$ cat src/rtl/cam_pattern_gen.sv
// cam_pattern_gen: camera-style raster test-pattern source for the SDRAM write port.
// Emits line ramp, frame ramp, RGB565 colour bars or a checkerboard. Start and stop
// take effect only at frame boundaries.
// Optional build macro: CAM_PATGEN_FRAME_TAG_EN replaces the first active pixel of
// each frame with the completed-frame count.
module cam_pattern_gen #(
  parameter int H_TOTAL  = 1024,
  parameter int V_TOTAL  = 512,
  parameter int H_START  = 1,
  parameter int H_ACTIVE = 400,
  parameter int V_START  = 1,
  parameter int V_ACTIVE = 480,
  parameter int DATA_W   = 16
) (
  input  logic              cam0_pclk,
  input  logic              rst_n,
  input  logic              start,
  input  logic [1:0]        mode,
  output logic              wr_en,
  output logic [DATA_W-1:0] wr_data,
  output logic              frame_start,
  output logic              busy,
  output logic [15:0]       frame_cnt
);

  localparam int HW  = $clog2(H_TOTAL);
  localparam int VW  = $clog2(V_TOTAL);
  localparam int BW  = H_ACTIVE / 8;
  localparam int BCW = (BW > 1) ? $clog2(BW) : 1;

  typedef enum logic [1:0] {IDLE, RUN, DRAIN} state_t;

  state_t          state;
  logic [HW-1:0]   h_cnt;
  logic [VW-1:0]   v_cnt;
  logic [1:0]      mode_q;
  logic [DATA_W-1:0] ramp_q;
  logic [BCW-1:0]  bar_cnt_q;
  logic [3:0]      bar_idx_q;

  logic [31:0]     h_i;
  logic [31:0]     v_i;
  logic            line_end;
  logic            frame_end;
  logic            pix_act;
  logic            first_pix;
  logic [HW-1:0]   x;
  logic [VW-1:0]   y;
  logic [BCW-1:0]  bar_cnt_eff;
  logic [3:0]      bar_idx_eff;
  logic [DATA_W-1:0] pix;

  // RGB565 colour for each of the eight bars, left to right
  function automatic logic [15:0] bar_color(input logic [2:0] idx);
    case (idx)
      3'd0:    bar_color = 16'hFFFF;
      3'd1:    bar_color = 16'hFFE0;
      3'd2:    bar_color = 16'h07FF;
      3'd3:    bar_color = 16'h07E0;
      3'd4:    bar_color = 16'hF81F;
      3'd5:    bar_color = 16'hF800;
      3'd6:    bar_color = 16'h001F;
      default: bar_color = 16'h0000;
    endcase
  endfunction

  assign h_i       = 32'(h_cnt);
  assign v_i       = 32'(v_cnt);
  assign line_end  = (h_cnt == HW'(H_TOTAL - 1));
  assign frame_end = line_end && (v_cnt == VW'(V_TOTAL - 1));
  assign pix_act   = (state != IDLE)
                     && (h_i >= 32'(H_START)) && (h_i < 32'(H_START + H_ACTIVE))
                     && (v_i >= 32'(V_START)) && (v_i < 32'(V_START + V_ACTIVE));
  assign first_pix = (h_i == 32'(H_START)) && (v_i == 32'(V_START));
  assign x         = h_cnt - HW'(H_START);
  assign y         = v_cnt - VW'(V_START);

  // Bar position restarts at the first pixel of every line
  assign bar_cnt_eff = (x == '0) ? '0 : bar_cnt_q;
  assign bar_idx_eff = (x == '0) ? '0 : bar_idx_q;

  // Pattern value for the counter state currently being processed
  always_comb begin
    pix = '0;
    case (mode_q)
      2'd0: pix = DATA_W'(x) + DATA_W'(1);
      2'd1: pix = first_pix ? '0 : ramp_q;
      2'd2: pix = (bar_idx_eff < 4'd8) ? DATA_W'(bar_color(bar_idx_eff[2:0])) : '0;
      default: pix = (x[3] ^ y[3]) ? '1 : '0;
    endcase
`ifdef CAM_PATGEN_FRAME_TAG_EN
    if (first_pix) pix = DATA_W'(frame_cnt);
`endif
  end

  // Run/drain FSM, raster counters, mode latch, frame counter and busy flag
  always_ff @(posedge cam0_pclk or negedge rst_n) begin
    if (!rst_n) begin
      state     <= IDLE;
      h_cnt     <= '0;
      v_cnt     <= '0;
      mode_q    <= 2'd0;
      frame_cnt <= 16'd0;
      busy      <= 1'b0;
    end else begin
      busy <= (state != IDLE);
      case (state)
        IDLE: begin
          h_cnt  <= '0;
          v_cnt  <= '0;
          mode_q <= mode;
          if (start) state <= RUN;
        end
        RUN, DRAIN: begin
          if (line_end) begin
            h_cnt <= '0;
            v_cnt <= (v_cnt == VW'(V_TOTAL - 1)) ? '0 : v_cnt + VW'(1);
          end else begin
            h_cnt <= h_cnt + HW'(1);
          end
          if (h_cnt == '0 && v_cnt == '0) mode_q <= mode;
          if (frame_end) frame_cnt <= frame_cnt + 16'd1;
          if (state == RUN) begin
            if (!start) state <= DRAIN;
          end else begin
            if (start)          state <= RUN;
            else if (frame_end) state <= IDLE;
          end
        end
        default: state <= IDLE;
      endcase
    end
  end

  // Registered pixel output plus frame-ramp and colour-bar trackers
  always_ff @(posedge cam0_pclk or negedge rst_n) begin
    if (!rst_n) begin
      wr_en       <= 1'b0;
      wr_data     <= '0;
      frame_start <= 1'b0;
      ramp_q      <= '0;
      bar_cnt_q   <= '0;
      bar_idx_q   <= 4'd0;
    end else begin
      wr_en       <= pix_act;
      wr_data     <= pix_act ? pix : '0;
      frame_start <= pix_act && first_pix;
      if (pix_act) begin
        ramp_q <= first_pix ? DATA_W'(1) : ramp_q + DATA_W'(1);
        if (bar_cnt_eff == BCW'(BW - 1)) begin
          bar_cnt_q <= '0;
          bar_idx_q <= (bar_idx_eff < 4'd8) ? bar_idx_eff + 4'd1 : bar_idx_eff;
        end else begin
          bar_cnt_q <= bar_cnt_eff + BCW'(1);
          bar_idx_q <= bar_idx_eff;
        end
      end
    end
  end

endmodule

$ cat config.mk
export PLATFORM = sky130hd
export DESIGN_NAME = cam_pattern_gen
export DESIGN_NICKNAME = d
export VERILOG_FILES = /design/src/rtl/cam_pattern_gen.sv
export SDC_FILE = /design/constraint.sdc
export NUM_CORES = 1
export LEC_CHECK = 0
export ABC_AREA = 1
export CAP_MARGIN = 20
export CORE_ASPECT_RATIO = 1.25
export CORE_UTILIZATION = 47
export CTS_BUF_LIST = sky130_fd_sc_hd__clkbuf_8
export DETAILED_ROUTE_END_ITERATION = 10
export PLACE_DENSITY = 0.7
export SYNTH_ARGS = -nofsm -noshare
export SYNTH_HDL_FRONTEND = slang
export SYNTH_SLANG_ARGS = --single-unit
$ cat constraint.sdc
create_clock -name cam0_pclk -period 4.3 [get_ports cam0_pclk]
set_input_delay 1.29 -clock cam0_pclk [delete_from_list [all_inputs] [get_ports cam0_pclk]]
set_output_delay 1.29 -clock cam0_pclk [all_outputs]
set_load 0.02 [all_outputs]
---- Word-level counts from Yosys, hierarchy flattened ----
Cells that the tools add are included.
word-level totals
  register bits ........................... 84
  output and inout port bits .............. 35
cells by class
  $add $sub $neg .......................... 9
  bitwise operators ....................... 1
  equality and inequality tests ........... 20
  $lt $le $gt $ge ......................... 5
  muxes and demuxes ....................... 25
  reductions and logical operators ........ 21
operators with widths
  cell                     count
  $pmux W16 S7             1
  $mux W16                 5
  $pmux W16 S3             1
  $add A16 B1 Y16 const B  2
  $logic_not A10 Y1        2
  $pmux W10 S2             1
  $mux W9                  2
  $pmux W9 S2              1
  $mux W2                  6
  $mux W4                  3
  $mux W6                  2
  $add A10 B1 Y11 const B  1
  $add A10 B1 Y10 const B  1
  $eq A10 B1 Y1 const B    1
  $eq A10 B10 Y1 const B   1
  $ge A10 B1 Y1 const B    1
  $lt A10 B9 Y1 const B    1
  $mux W10                 1
  $sub A10 B1 Y10 const B  1
  $add A9 B1 Y9 const B    1
  $eq A3 B3 Y1 const B     3
  $eq A9 B1 Y1 const B     1
  $eq A9 B9 Y1 const B     1
  $ge A9 B1 Y1 const B     1
  23 further kinds         40

---- Longest topological paths before layout ----
Gate-level depths: netlist of the first run.
  depth in word-level cells ............... 8
  mapped depth ............................ 19

---- Worst setup path after synthesis of the first run ----
OpenSTA, ideal clock, no wires.
  kind .................................... register to register
  start ................................... register h_cnt[0]
  end ..................................... register bar_idx_q[1]
  setup time .............................. 0.117 ns
  clock period less this slack ............ 2.509 ns
  cell stages (with the launch flop) ...... 20
  slack ................................... 1.791 ns
  buffers on the path ..................... 0
  arrival time ............................ 2.392 ns
  path through ............................ dfrtp_1 inv_2 ha_1 nand2_1 nor2_2 nand2_1 nand2_1 nand3_1 nor2_1 nand2_4 inv_2 nor2_1 inv_1 ha_1 nand4_1 nand3b_4 nor2_2 nand2_1 nand3_1 nand2_1
between the ends
  word-level cells in the longest chain between the ends .. 6
  elaborated cells between the ends (all ways) .. 15
  classes of those cells .................. add/sub: 2; order compare: 3; eq/ne: 1; mux: 4; reduce/logical: 5
RTL lines
  element                                               line    text
  start: declaration                                    34      logic [HW-1:0] h_cnt;
  start signal: assignment                              119     h_cnt <= h_cnt + HW'(1);
  $sub A10 B1 Y10                                       75      assign x = h_cnt - HW'(H_START);
  $logic_not A10 Y1                                     79, 80
  $mux W4                                               80      assign bar_idx_eff = (x == '0) ? '0 : bar_idx_q;
  $add A4 B1 Y4 / $lt A4 B4 Y1 (equally long branches)  152     bar_idx_q <= (bar_idx_eff < 4'd8) ? bar_idx_eff + 4'd1 : bar_idx_eff;
  $mux W4                                               152
  $mux W4                                               150     if (bar_cnt_eff == BCW'(BW - 1)) begin
  end signal: assignment                                152
  end signal: assignment                                155     bar_idx_q <= bar_idx_eff;
  end: declaration                                      39      logic [3:0] bar_idx_q;
Several ways; a longest one is shown, not always the timed one.
A chain may end at the register's enable or synchronous reset.

---- Final worst setup path of the first run ----
  start ................................... register h_cnt[0]
  end ..................................... register bar_idx_q[2]
The elaborated chain is that of the path after synthesis.

==> summary.md, run 1 <==
| Metric | Value |
|---|---|
| Hold Path End | frame_cnt[12]$_DFFE_PN0P_ |
| Most common cell after layout, fill and taps aside | nand2_1 |
| PD cells | between 400 and 500 nW/um^2 |
| # clock sinks | 84 |
| Ys flop type | dfrtp_1 |
| Setup TNS Final | 0 ps |
| Least-Margin Pin Slew | between 800 and 900 ps |
| Clk root buf | clkbuf_8 |
| CP max FO | 10 |
| Clock skew | about 10 ps |
| Largest net degree at the start of global routing | 85 |
| GR Util All Layers | 22.25% |
| Synth Instances | about 660 |
| DR vias/cell | around 5.4 |
| Starting density of the core | 48.03% |
| Chip width | ~95 um |
| Detailed Route WL | 11.60 mm |
| HPWL Detailed | 8.687 mm |
| Commonest cells after routing, fill and taps aside | nand2_1 (129), inv_1 (88), dfrtp_1 (84), nor2_1 (72), nand3_1 (41) |
| # fillers | 989 |
| Worst path arrival time | 3190 ps |
| Initial antenna violation count | 0 |
| Nature of the critical path startpoint | register |
| Post-Synthesis Net Count | 680 |
| Pre-Repair DR Iteration Count | 5 |
| Hold depth | 1 |
| Final Hold Vio Count | 0 |
| Port-buffer cells | 39 |
| H-tree levels | 3 |
| Hold path start | frame_cnt[12]$_DFFE_PN0P_ |
| HP Class | register to register |
| Critical Path, Cell by Cell | inv_2 > ha_1 > nand2_1 > nor2_2 > nand2_1 > nand2_1 > nand3_1 > nor2_1 > nand2_4 > inv_2 > nor2_1 > inv_1 > ha_1 > nand4_1 > nand3b_4 > nor2_2 > nand3_1 > nand2_1 > nand2_1 |
| GRT met2 Usage | 39.16% |
| Die ar. | 11,220 um^2 |
| Synth Cell Area | ~5100 um^2 |
| CP Buf/Inv Count | 3 |
| Hold slack | between 400 and 500 ps |
| Setup violations, final | 0 |
| Routed Antenna Nets | 0 |
| Setup Crit Path Kind | register to register |
| Clk_lat worst skew | between 300 and 400 ps |
| Vias in the first global route | 4,567 |
| Reg2Reg Setup Slack | about 1400 ps |
| Overflow after GRT | 0 |
| CP max-delay cell | dfrtp_1 |
| Most used cell, CP | nand2_1 |
| DR WL/cell | between 10 and 15 um |
| Nets | 720 |
| Worst reg2reg path startpoint | h_cnt[0]$_DFFE_PN0P_ |
| WP data required | 4560 ps |
| Final Slew Violations | 0 |
| Std-Cell Rows | 42 |
| Setup crit end kind | register |
| Die height | between 100 and 150 um |
| Quantity of gates resized following cts | 0 |
| Sequential element share of the synthesized area | between 40% and 50% |
| FF-to-FF path depth | 19 |
| Grt met1 use | about 25% |
| Slew HR | between 40 and 50% |
| RSZ-0062 raised after global routing | false |
| LEAKAGE | ~2.7 nW |
| Max-cap violations | 0 |
| Post-synthesis cell type count | between 40 and 50 |
| Ant. Diodes | 0 |
| Post-synth EDFFs | 0 |
| Tmin final | 2936 ps |
| Core utilization of the finished layout | between 50 and 60% |
| First-pass GRT wire length | between 15 and 20 mm |
| Most Used Layer, Global Route | met2 |
| Max frequency | 340.5 MHz |
| DRC errors left | 0 |
| Total CTS buffers | 9 |
| P&R area growth vs syn | 14.72% |
| Status | finished, final reports clean |
| Synth warn | 0 |
| M3 GR Usage | 4.311% |
| Ports | 40 |
| #FFs+latches synth | 84 |
| Crit share post-route | between 60% and 70% |
| Delay of the slowest critical-path stage | around 470 ps |
| Worst-path clk slew | 90 ps |
| Post-synth ARST share | 100.0% |
| Post-synthesis area per instance | 7.734 um^2 |
| CTS max path bufs | 2 |
| CTS Hold Bufs | 0 |
| RR Endpoint | bar_idx_q[2]$_DFFE_PN0P_ |
| Drt first-iter violations | approximately 230 |
| CTS tree | yes |
| Top delay family on crit path | simple AND/OR/NAND/NOR gates |
| Core Region | about 11,000 um^2 |
| Setup bufs post-CTS | 0 |
| Layout cells sized above 1 | under 10% |
| Worst vdd ir | between 150 and 200 uV |
| Routability cong. | about 0.89 |
| Via count | about 4,500 |
metal layers:
metal | up-vias | share of wire, %
li1 | 2241 | -
met1 | 2103 | 41
met2 | 101 | 52
met3 | 27 | 4.4
met4 | 0 | 2.5
met5 | - | 0
stage by stage:
| step | total power (W) | worst slack, ps | std cells | instance area, um^2 |
|---|---|---|---|---|
| after floorplan | 0.001503 | 1791 | 656 | 5074 |
| after global placement | 0.001674 | 1573 | 816 | 5567 |
| after detailed placement | 0.001701 | 1415 | 816 | 5567 |
| after CTS | 0.002343 | 1366 | 832 | 5793 |
| after global routing | 0.002493 | 1052 | 833 | 5821 |
| final | 0.002332 | 1364 | 833 | 5821 |
state kept, by name, indices dropped and copies added (netlist names), 2 cells and up:
name       count
mode_q         2
bar_idx_q      4
wr_data       16
v_cnt          9
frame_cnt     16
h_cnt         10
state          2
ramp_q        16
bar_cnt_q      6
worst register-to-register path: stages, from the launching register on:
cell      delay [ps]
dfrtp_1          470
inv_2            180
ha_1             320
nand2_1          150
nor2_2           120
nand2_1           60
nand2_1           90
nand3_1           70
nor2_1           190
nand2_4          140
inv_2            120
nor2_1            60
inv_1             60
ha_1             140
nand4_1          110
nand3b_4         220
nor2_2           130
nand3_1           80
nand2_1           70
nand2_1           50
power breakdown:
| group | total [W] | switching, W | internal, W | leakage, nW |
|---|---|---|---|---|
| logic | 0.000823 | 0.000568 | 0.000254 | 1.42 |
| registers | 0.000870 | 0.0000466 | 0.000823 | 1.16 |
| clock network | 0.000639 | 0.000296 | 0.000343 | 0.114 |
worst max-delay path by stage:
stage	start	end	slack, ps	cells after the start
2_1_floorplan	h_cnt[0]$_DFFE_PN0P_	bar_idx_q[1]$_DFFE_PN0P_	1790	19
3_5_place_dp	h_cnt[0]$_DFFE_PN0P_	bar_idx_q[2]$_DFFE_PN0P_	1420	19
3_3_place_gp	h_cnt[0]$_DFFE_PN0P_	bar_idx_q[2]$_DFFE_PN0P_	1570	19
6_report	h_cnt[0]$_DFFE_PN0P_	bar_idx_q[2]$_DFFE_PN0P_	1360	19
5_1_grt	h_cnt[0]$_DFFE_PN0P_	bar_idx_q[2]$_DFFE_PN0P_	1050	19
4_1_cts	h_cnt[0]$_DFFE_PN0P_	bar_idx_q[2]$_DFFE_PN0P_	1370	19
synthesized netlist by cell type (3+ instances only):
| cell | count | area [um^2] |
|---|---|---|
| nand2_1 | 129 | 484.2 |
| inv_1 | 87 | 326.6 |
| dfrtp_1 | 84 | 2102 |
| nor2_1 | 72 | 270.3 |
| nand3_1 | 41 | 205.2 |
| o21ai_0 | 32 | 160.2 |
| a21oi_1 | 31 | 155.2 |
| nor3_1 | 22 | 110.1 |
| nand4_1 | 20 | 125.1 |
| ha_1 | 19 | 237.7 |
| xor2_1 | 15 | 131.4 |
| a31oi_1 | 12 | 75.07 |
| o22ai_1 | 10 | 62.56 |
| xnor2_1 | 9 | 78.83 |
| o21ai_1 | 8 | 40.04 |
| inv_2 | 6 | 22.52 |
| nand2_2 | 6 | 37.54 |
| nor2_2 | 6 | 37.54 |
| clkbuf_1 | 5 | 18.77 |
| nor4_1 | 4 | 25.02 |
| buf_2 | 3 | 15.01 |
| nand3_2 | 3 | 30.03 |
| nor2_4 | 3 | 33.78 |
| o31ai_1 | 3 | 22.52 |
layout make-up:
| cell class | instances | area (um^2) | share of cell area (%) |
|---|---|---|---|
| Clock inverter | 6 | 88.84 | 1.526 |
| Sequential cell | 84 | 2102 | 36.11 |
| Multi-Input combinational cell | 468 | 2562 | 44.02 |
| Timing Repair Buffer | 40 | 415.4 | 7.137 |
| Clock buffer | 10 | 137.6 | 2.365 |
| Tap cell | 132 | 165.2 | 2.837 |
| Inverter | 93 | 349.1 | 5.997 |
kinds of logic (layout without fill, tap and decap cells):
kind of cell,after synthesis,after routing,synth area share (%)
muxes,1,1,0.2219
xor gates and xnor gates,24,24,4.143
and+or+nand+nor,320,320,29.96
buffers and inverters,104,149,8.064
AOI/OAI and AO/OA,104,104,11.49
adders and majority gates,19,19,4.686
DFF,84,84,41.43
(Power assumes the default switching activity.)
==> inputs of run 2 (changes only) <==
Clock period 4.3 ns to 2.75 ns, I/O delays scaled along.
==> summary.md, run 2 (same netlist as run 1, synthesis figures left out) <==
| Metric | Value |
|---|---|
| Most common cell after layout, fill and taps aside | nand2_1 |
| Worst path arrival time | between 2000 and 3000 ps |
| Worst vdd ir | between 300 and 400 uV |
| Ant. Diodes | 0 |
| Tmin final | about 2500 ps |
| # clock sinks | 84 |
| DR vias/cell | roughly 5.4 |
| LEAKAGE | between 2 and 3 nW |
| Nature of the critical path startpoint | register |
| Final Hold Vio Count | 0 |
| Worst-path clk slew | around 90 ps |
| Internal | ~0.0022 W |
| Die height | approximately 120 um |
| Core utilization of the finished layout | between 50% and 60% |
| Area of the multi-input gates | 2590 um^2 |
| Sequential power share | roughly 37% |
| Overflow after GRT | 0 |
| H-tree levels | 3 |
| WP data required | roughly 3000 ps |
| CTS max path bufs | 2 |
| Setup crit end kind | register |
| PD cells | between 600 and 700 nW/um^2 |
| Logic pwr share | ~40% |
| Clock skew | 15.11 ps |
| Crit share post-route | between 90% and 100% |
| Drt first-iter violations | roughly 320 |
| Setup TNS Final | 0 ps |
| DR WL/cell | 14.13 um |
| CTS tree | yes |
| Ports | 40 |
| Critical Path, Cell by Cell | buf_12 > nor2_4 > nand2_1 > o21ai_1 > nand3_1 > nor2_2 > nand2_4 > inv_4 > nor2_1 > inv_1 > ha_1 > nand4_1 > nand3b_4 > nor2_4 > nand2_1 > nand3_1 > nand2_1 |
| Layout cells sized above 1 | between 10% and 20% |
| Initial antenna violation count | 0 |
| Largest net degree at the start of global routing | 48 |
| Port-buffer cells | 39 |
| FF/Latch Area | ~2100 um^2 |
| Delay of the slowest critical-path stage | 480 ps |
| Net Sw Power | around 0.0014 W |
| FF-to-FF path depth | 17 |
| Slew HR | approximately three fifths |
| Clk_lat worst skew | about 370 ps |
| Total CTS buffers | 9 |
| Most used cell, CP | nand2_1 |
| Max-cap violations | 0 |
| HPWL Detailed | around 9.0 mm |
| Commonest cells after routing, fill and taps aside | nand2_1 (129), inv_1 (89), dfrtp_1 (82), nor2_1 (68), nand3_1 (41) |
| DRC errors left | 0 |
| Core Region | 10,560 um^2 |
| Routability cong. | approximately 0.94 |
| Starting density of the core | between 40% and 50% |
| Registers with the most flip-flops | frame_cnt (16), ramp_q (16), wr_data (16) |
| # fillers | 951 |
| Nets | 733 |
| Routed Antenna Nets | 0 |
| Pre-Repair DR Iteration Count | 5 |
| Detailed Route WL | between 10 and 15 mm |
| CTS Hold Bufs | 0 |
| Via count | around 4,600 |
| Net Sw Frac | between 30 and 40% |
| CP max-delay cell | dfrtp_2 |
| First-pass GRT wire length | about 20 mm |
| Clk root buf | clkbuf_8 |
| Least-Margin Pin Slew | approximately 620 ps |
| Clk pwr share | about a quarter |
| Hold slack | 345.2 ps |
| Setup violations, final | 0 |
| HP Class | input pin to async pin |
| Setup Crit Path Kind | register to register |
| Max frequency | about 400 MHz |
| CP max FO | 10 |
| RSZ-0062 raised after global routing | false |
| Final Slew Violations | 0 |
| GR Util All Layers | 23.08% |
| Chip width | roughly 95 um |
| Std-Cell Rows | 42 |
| Vias in the first global route | about 4,400 |
| P&R area growth vs syn | 16.77% |
| Status | finished, final reports clean |
| Die ar. | between 10,000 and 15,000 um^2 |
-- run 2: cell types whose count changed in the layout (fill, tap and decap cells not counted), sizes merged --
cell,previous run,this run
bufinv,2,1
buf,2,15
clkbuf,10,9
inv,94,95
-- run 2: layer usage --
layer,wire (um),share of wire [%],vias to the layer above,global-route usage (%)
met2,6199,52,130,40.06
met4,252,2.1,0,9.375
met5,0,0,-,0
met1,5087,43,2156,28.18
met3,396,3.3,23,3.282
li1,-,-,2259,-
-- run 2: power by group through the flow --
stage          combinational (W)  clock, W  sequential (W)
6_report                 0.00142  0.000849         0.00135
2_1_floorplan           0.000986         0         0.00136
3_5_place_dp             0.00133         0         0.00138
3_3_place_gp             0.00130         0         0.00137
4_1_cts                  0.00134  0.000869         0.00135
5_1_grt                  0.00161  0.000930         0.00136
-- run 2: path summary, 6_finish.rpt --
check | start | end | slack, ps
max in group asynchronous | rst_n | h_cnt[3]$_DFFE_PN0P_ | 1820
min | rst_n | busy$_DFF_PN0_ | 350
max reg2reg | h_cnt[2]$_DFFE_PN0P_ | bar_idx_q[1]$_DFFE_PN0P_ | 260
min in group cam0_pclk | frame_cnt[12]$_DFFE_PN0P_ | frame_cnt[12]$_DFFE_PN0P_ | 490
min reg2reg | frame_cnt[12]$_DFFE_PN0P_ | frame_cnt[12]$_DFFE_PN0P_ | 490
max | h_cnt[2]$_DFFE_PN0P_ | bar_idx_q[1]$_DFFE_PN0P_ | 260
-- run 2: final cells by class --
cell class / count / share of cell area [%]
flip-flops and latches: 84 / 35.52
repair buffers: 53 / 8.955
clock inverters: 6 / 0.9926
clock buffers: 9 / 2.091
well taps: 132 / 2.788
inverters: 93 / 5.935
multi-input cells: 468 / 43.72
-- run 2: metrics by stage --
stage | worst slack [ps] | power [W] | std cells | area (um^2)
final | 257.0 | 0.003614 | 845 | 5924
after global routing | 14.50 | 0.003895 | 845 | 5924
after CTS | 26.66 | 0.003560 | 840 | 5829
after detailed placement | 40.42 | 0.002708 | 825 | 5647
after global placement | 179.7 | 0.002677 | 825 | 5647
after floorplan | 241.1 | 0.002350 | 656 | 5074
-- run 2: critical path: cells and delay by family, from the launching register on --
| kind | cells | cell delay [ps] |
|---|---|---|
| compound gates | 1 | 180 |
| fa+ha+maj | 1 | 150 |
| buf+inv | 3 | 320 |
| flops | 1 | 480 |
| simple gates | 12 | 1250 |
-- run 2: repair_timing --
item	in CTS	in global routing
endpoints found under the hold margin	0	0
resized for setup	0	10
buffers inserted	0	5
endpoints found under the setup margin	0	12
==> inputs of run 3 (changes only) <==
Settings changed: PLACE_DENSITY 0.7 to 0.78.
==> summary.md, run 3 (same netlist as run 1, synthesis figures left out) <==
| Metric | Value |
|---|---|
| Final Slew Violations | 0 |
| Drt first-iter violations | 309 |
| Clk root buf | clkbuf_8 |
| CP max-delay cell | dfrtp_1 |
| DR vias/cell | around 5.6 |
| Vias in the first global route | 4,584 |
| CP max FO | 8 |
| Routed Antenna Nets | 0 |
| Worst-path clk slew | 90 ps |
| Overflow after GRT | 0 |
| CTS max path bufs | 2 |
| WP data required | around 3000 ps |
| Clock skew | ~16 ps |
| Setup crit end kind | register |
| Crit share post-route | 92.26% |
| Core Region | ~11,000 um^2 |
| Die ar. | 11,220 um^2 |
| P&R area growth vs syn | 17.53% |
| Delay of the slowest critical-path stage | ~420 ps |
| # clock sinks | 84 |
| Die height | around 120 um |
| Ant. Diodes | 0 |
| Setup violations, final | 0 |
| Critical Path, Cell by Cell | inv_1 > ha_4 > nand2_1 > nor2_2 > nand2_1 > nand2_1 > nand3_1 > nor2_2 > nand2_4 > inv_4 > nor2_1 > inv_1 > ha_1 > nand4_1 > nand3b_4 > buf_4 > nand2_1 > o21ai_1 > nand2_1 > nand2_1 |
| Most common cell after layout, fill and taps aside | nand2_1 |
| CTS tree | yes |
| Worst vdd ir | 360.3 uV |
| GR Util All Layers | 23.19% |
| Max frequency | approximately 390 MHz |
| Layout cells sized above 1 | 11.20% |
| Initial antenna violation count | 0 |
| Total CTS buffers | 9 |
| Routability cong. | around 0.9 |
| H-tree levels | 3 |
| Largest net degree at the start of global routing | 85 |
| FF/Latch Area | roughly 2100 um^2 |
| Pre-Repair DR Iteration Count | 8 |
| LEAKAGE | around 2.8 nW |
| PD cells | between 600 and 700 nW/um^2 |
| Setup Crit Path Kind | register to register |
| Nets | ~730 |
| HP Class | input pin to async pin |
| Clk_lat worst skew | 370 ps |
| Std-Cell Rows | 42 |
| Pre-CTS setup slack | approximately 23 ps |
| Starting density of the core | 48.03% |
| Final Hold Vio Count | 0 |
| Area of the multi-input gates | ~2600 um^2 |
| Worst path arrival time | between 2000 and 3000 ps |
| DRC errors left | 0 |
| Tmin final | between 2000 and 3000 ps |
| Setup TNS Final | 0 ps |
| Ports | 40 |
| Final Power | ~0.0038 W |
| Least-Margin Pin Slew | ~900 ps |
| Via count | about 4,800 |
| Final setup margin | between 200 and 250 ps |
| Max-cap violations | 0 |
| Registers with the most flip-flops | frame_cnt (16), ramp_q (16), wr_data (16) |
| Hold slack | about 450 ps |
| CTS Hold Bufs | 0 |
| # fillers | about 950 |
| Detailed Route WL | between 10 and 15 mm |
| Port-buffer cells | 39 |
| Nature of the critical path startpoint | register |
| First-pass GRT wire length | approximately 21 mm |
| Commonest cells after routing, fill and taps aside | nand2_1 (128), inv_1 (87), dfrtp_1 (82), nor2_1 (68), nand3_1 (41) |
| Status | finished, final reports clean |
| Slew HR | approximately two fifths |
| Most used cell, CP | nand2_1 |
| HPWL Detailed | ~9.0 mm |
| Chip width | about 95 um |
| DR WL/cell | ~15 um |
| Final cell count without fillers | 846 |
| DP Cell Count | approximately 820 |
run 3: final timing paths:
check                                            end  cells after the start  slack, ps                 startpoint
setup / recovery            bar_idx_q[0]$_DFFE_PN0P_                     20        210       h_cnt[1]$_DFFE_PN0P_
hold / removal              frame_cnt[4]$_DFFE_PN0P_                      2        450                      rst_n
setup reg to reg            bar_idx_q[0]$_DFFE_PN0P_                     20        210       h_cnt[1]$_DFFE_PN0P_
hold reg to reg            frame_cnt[12]$_DFFE_PN0P_                      1        520  frame_cnt[12]$_DFFE_PN0P_
max in group asynchronous       h_cnt[2]$_DFFE_PN0P_                      2       1870                      rst_n
min in group cam0_pclk     frame_cnt[12]$_DFFE_PN0P_                      1        520  frame_cnt[12]$_DFFE_PN0P_
run 3: repair_timing:
action	CTS	global route
gates resized for setup	0	14
endpoints found under the setup margin	0	12
buffers inserted	0	9
run 3: per-stage QoR:
stage / utilization (%) / instance area [um^2]
after floorplan: - / 5074
after global placement: 53.17 / 5617
after detailed placement: 53.17 / 5617
after CTS: 55.37 / 5848
after global routing: 56.46 / 5963
final: 56.46 / 5963
run 3: critical path: cells and delay by family, from the launching register on:
| family | cells | cell delay [ps] |
|---|---|---|
| AOI/OAI and AO/OA | 1 | 50 |
| adders and majority gates | 2 | 330 |
| buffers and inverters | 4 | 440 |
| DFF | 1 | 420 |
| and+or+nand+nor | 13 | 1180 |
run 3: cell type report:
| class | count | share of cell area [%] |
|---|---|---|
| Clock buffer | 10 | 2.308 |
| Clock inverter | 6 | 1.574 |
| Inverter | 93 | 5.896 |
| Multi-Input combinational cell | 468 | 43.68 |
| Sequential cell | 84 | 35.29 |
| Tap cell | 132 | 2.770 |
| Timing Repair Buffer | 53 | 8.477 |
run 3: layer usage:
| metal | share of wire [%] | track usage (%) | vias to the layer above |
|---|---|---|---|
| met5 | 0 | 0 | - |
| li1 | - | - | 2270 |
| met4 | 2.7 | 10.23 | 0 |
| met3 | 3.7 | 4.054 | 30 |
| met2 | 51 | 39.12 | 151 |
| met1 | 42 | 28.52 | 2303 |
run 3: power breakdown:
group / switching (W) / internal, W / leakage (nW) / total, W
registers: 0.0000621 / 0.00129 / 1.16 / 0.00135
clock network: 0.000483 / 0.000544 / 0.113 / 0.00103
logic: 0.000947 / 0.000438 / 1.48 / 0.00139
